### config.mk
export PLATFORM = sky130hd
export DESIGN_NAME = if_fetch_stage
export DESIGN_NICKNAME = d
export VERILOG_FILES = /design/src/rtl/if_fetch_stage.sv
export SDC_FILE = /design/constraint.sdc
export NUM_CORES = 1
export LEC_CHECK = 0
export BUFFER_PORTS_ARGS = -buffer_cell sky130_fd_sc_hd__buf_2
export CAP_MARGIN = 20
export CORE_MARGIN = 5
export CORE_UTILIZATION = 41
export CTS_CLUSTER_DIAMETER = 50
export DETAILED_ROUTE_END_ITERATION = 8
export GPL_TIMING_DRIVEN = 0
export PLACE_DENSITY = 0.75
export SLEW_MARGIN = 20
export SYNTH_ARGS = -nofsm -noshare
export SYNTH_HDL_FRONTEND = slang
export SYNTH_SLANG_ARGS = --single-unit
### constraint.sdc
create_clock -name clk -period 1.8 [get_ports clk]
set_input_delay 0.36 -clock clk [delete_from_list [all_inputs] [get_ports clk]]
set_output_delay 0.36 -clock clk [all_outputs]
set_load 0.005 [all_outputs]
### src/rtl/if_fetch_stage.sv
// if_fetch_stage: MIPS IF stage owning the PC, one-outstanding req/gnt fetch and the IF/ID register
module if_fetch_stage #(
  parameter logic [31:0] RESET_PC  = 32'h8000_0000,
  parameter logic [31:0] ILLOP_VEC = 32'h8000_0004,
  parameter logic [31:0] XADR_VEC  = 32'h8000_0008
) (
  input  logic        clk,
  input  logic        reset,
  input  logic        PCWrite,
  input  logic        IFFlush,
  input  logic [2:0]  pcsrc_id,
  input  logic [31:0] branch_target,
  input  logic [31:0] jump_target,
  input  logic [31:0] jr_target,
  output logic        imem_req,
  output logic [31:0] imem_addr,
  input  logic        imem_gnt,
  input  logic        imem_rvalid,
  input  logic [31:0] imem_rdata,
  output logic        ifid_valid,
  output logic [31:0] ifid_instr,
  output logic [31:0] ifid_pc4,
  output logic        fetch_busy
);
  typedef enum logic [1:0] {S_REQ, S_WAIT, S_KILL} state_t;
  state_t      state_q, state_d;
  logic [31:0] pc_q, pc_d, pc4, target, target_raw;
  logic        redirect, got, retire;
  logic        ifid_valid_q;
  logic [31:0] ifid_instr_q, ifid_pc4_q;
  always_comb begin
    pc4        = pc_q + 32'd4;
    target_raw = (pcsrc_id == 3'b001) ? branch_target :
                 (pcsrc_id == 3'b010) ? jump_target :
                 (pcsrc_id == 3'b011) ? jr_target :
                 (pcsrc_id == 3'b100) ? ILLOP_VEC : XADR_VEC;
    target     = {target_raw[31:2], 2'b00};
    redirect   = PCWrite & (pcsrc_id != 3'b000);
    got        = (state_q != S_REQ) & imem_rvalid;
    retire     = (state_q == S_WAIT) & imem_rvalid & PCWrite & ~IFFlush;
    pc_d       = redirect ? target : retire ? pc4 : pc_q;
    // a grant that coincides with a redirect fetched the old pc, so its data must be discarded
    state_d    = (state_q == S_REQ) ? (imem_gnt ? (redirect ? S_KILL : S_WAIT) : S_REQ) :
                 got ? S_REQ : redirect ? S_KILL : state_q;
  end
  always_ff @(posedge clk) begin
    if (reset) begin
      state_q      <= S_REQ;
      pc_q         <= RESET_PC;
      ifid_valid_q <= 1'b0;
      ifid_instr_q <= 32'h0;
      ifid_pc4_q   <= 32'h0;
    end else begin
      state_q      <= state_d;
      pc_q         <= pc_d;
      ifid_valid_q <= retire;
      ifid_instr_q <= retire ? imem_rdata : 32'h0;
      ifid_pc4_q   <= retire ? pc4 : 32'h0;
    end
  end
  assign imem_req   = ~reset & (state_q == S_REQ);
  assign imem_addr  = pc_q;
  assign fetch_busy = ~reset & (state_q != S_REQ);
  assign ifid_valid = ifid_valid_q;
  assign ifid_instr = ifid_instr_q;
  assign ifid_pc4   = ifid_pc4_q;
endmodule

==> impl_metrics.toml <==
[clock_network]
numCtsBuffers = 9
h-tree-depth = 3
clock_latency_ps = 350
cts_sinks = 95
clock_path_buffers = 2
cts_tree = "built"
clk_pin_slew_worst_paths_ps = 70
root_buffer = "clkbuf_16"

[logic_synthesis]
synth-edff-count = 0
syn_avg_cell_area_um2 = 9.02
synth_warnings = 0
ys_seq_area_share_pct = 40.9
ys_ff_latch = 95
yosysTopAreaCell = "dfxtp_1"
synth.distinct_cells = 56
synthTopCellsByArea = "dfxtp_1, and2_1, nor2_1"
async_flop_share_pct = 0
synthCells = 516
synth_top_cell_area_share_pct = 40.9
synth_ff_type = "dfxtp_1"
synth_area_um2 = 4650

[die]
core_area_um2 = 11300
die_x_um = 117
dieHeight_um = 117
die-area_um2 = 13600
pin_count = 236
start_util_pct = 41.3
rows = 39

[global_routing]
overflow = 0
gr-usage-all-layers_pct = 23.5
grt_pass1_vias = 4838
grt_antenna_before_repair = 0
grt_pass1_wl_mm = 25.0
grt_max_degree = 17

[timing]
slew_headroom_pct = 54.0
worstMarginPinSlew_ps = 687
maxSlewViolCount = 0
worst_slack_ps = -69.5
finalClockSkew_ps = 8.56
setup_viol = 4
fin_crit_sh_pct = 104
rsz0062_at_grt = "true"
max_freq_mhz = 535
post-route-min-period_ps = 1870
hold_violations = 0

[critical_path]
path_class = "flip-flop to flip-flop"
crit_chain = "nand4b_1 -> nor2_2 -> buf_2 -> nand3_1 -> xor2_1 -> o22ai_1"
startpoint_type = "flip-flop"
cp.required_ps = 2000
crit_path_end_kind = "flip-flop"
critical_path.max_fanout = 10
critPathMaxStageDelay_ps = 360
worst_ep_arrival_time_ps = 2070
worst_path_max_delay_cell = "dfxtp_2"

[place]
portBuffers = 224
dpl.cell_count = 886
gp_congestion = 0.941
hpwl_mm = 12.7

[power]
power_density_nw_per_um2 = 717
power.total_mw = 4.84
leakagePower_nw = 3.20
peakVddDrop_uv = 604

[detailed_routing]
drc = 0
vias = 4870
firstDrtPassIters = 5
viasPerCell = 5.26
wirelength_mm = 16.5
ant_nets = 0
wire_per_inst_um = 17.8
drt_iter0_markers = 356

[layout]
final_core_util_pct = 59.9
nets = 915
drive_gt1_share_pct = 47.8
area_growth_pct = 45.0
fin_cells = 925
antenna_cells = 0

[hold_path]
hp-class = "primary input to flip-flop"

[flow_run]
max-cap-violations = 0

[outcome]
violations = "setup timing"
outcome = "finished with violations"
## power by group
| part | internal, mW | switching [mW] |
|---|---|---|
| clock | 1.22 | 0.835 |
| sequential | 2.14 | 0.0552 |
| combinational | 0.299 | 0.289 |
| total | 3.66 | 1.18 |
## path summary, 6_finish.rpt
kind	from	to	slack [ps]	cells after the start
max	state_q[0]	imem_addr[12]	-70	6
max reg2reg	state_q[0]	imem_addr[12]	-70	6
min	imem_rdata[2]	ifid_instr[2]	210	2
min reg2reg	state_q[0]	state_q[0]	500	2
## timing repair
item | 4_1_cts | 5_1_grt
buffers inserted | 12 | 10
pin swaps | 7 | 13
gates cloned | 0 | 2
endpoints found under the hold margin | 0 | 0
resized for setup | 29 | 56
setup endpoints to repair | 49 | 71
hold buffers | 0 | 0
## placed cells by master (no fill, tap or decap), drive strengths merged, types with 2 or more instances in the layout
cell,count
nand3,15
and3,11
o22ai,13
mux2i,14
inv,6
bufinv,2
nand2,17
dfxtp,95
mux2,17
a21boi,2
a31o,2
a21oi,36
nor2,53
a41o,2
or2,6
xnor2,22
and4,2
a211o,5
buf,272
o21ai,10
and2,36
o31ai,2
a211oi,12
clkinv,2
conb,4
nor4,12
or3,4
a21o,3
a221oi,2
nor3,14
o22a,2
nand2b,3
o21a,7
nand4,12
xor2,19
clkbuf,26
a22oi,11
## flip-flops by register name (all words and copies together) (netlist names)
name and flops:
ifid_pc4 30, ifid_instr 32, state_q 2, ifid_valid 1
imem_addr 30
## layout make-up
class,instances,area (µm²)
fill,1004,4520
multi-input combinational,378,2740
sequential,95,1930
timing repair buffer,248,1320
buffer,41,249
clock buffer,9,225
tap,143,179
clock inverter,7,95.1
inverter,4,15.0
## worst max-delay path, delay by kind of cell, from the launching register on
kind	cells	cell delay, ps
AND/OR/NAND/NOR	3	710
flip-flops	1	360
buffers and inverters	1	340
XOR/XNOR	1	200
AO/OA/AOI/OAI	1	110
## cells in the mapped netlist (all sizes together), types with 13 or more instances
cell type   n
xnor2      22
mux2i      14
nand2      17
o22ai      13
clkbuf     17
nor2       53
buf        25
dfxtp      95
and2       36
mux2       17
nand3      15
xor2       19
nor3       14
a21oi      36
## through the flow
stage	hold slack [ps]	area (µm²)	TNS (ps)	worst slack (ps)
2_1_floorplan	438	4660	0	42.1
3_3_place_gp	497	5960	-12220	-372
3_5_place_dp	517	5960	-14480	-381
4_1_cts	211	6470	-85.8	-30.0
5_1_grt	213	6750	-957	-151
6_report	213	6750	-111	-69.5
## metal layers
metal	global-route usage (%)	vias up	share of wire, %
li1	-	2349	-
met1	29.4	2233	40
met2	40.6	260	47
met3	4.40	28	11
met4	8.26	0	2.0
met5	0	-	0
## logic make-up after synthesis
logic type | synth area share [%]
simple gates | 23.2
flops | 40.9
mux | 7.13
buf+inv | 4.71
fa+ha+maj | 0.269
xor+xnor | 7.72
other cells | 0.0806
compound gates | 16.1
Power figures use the tool's default switching activity.
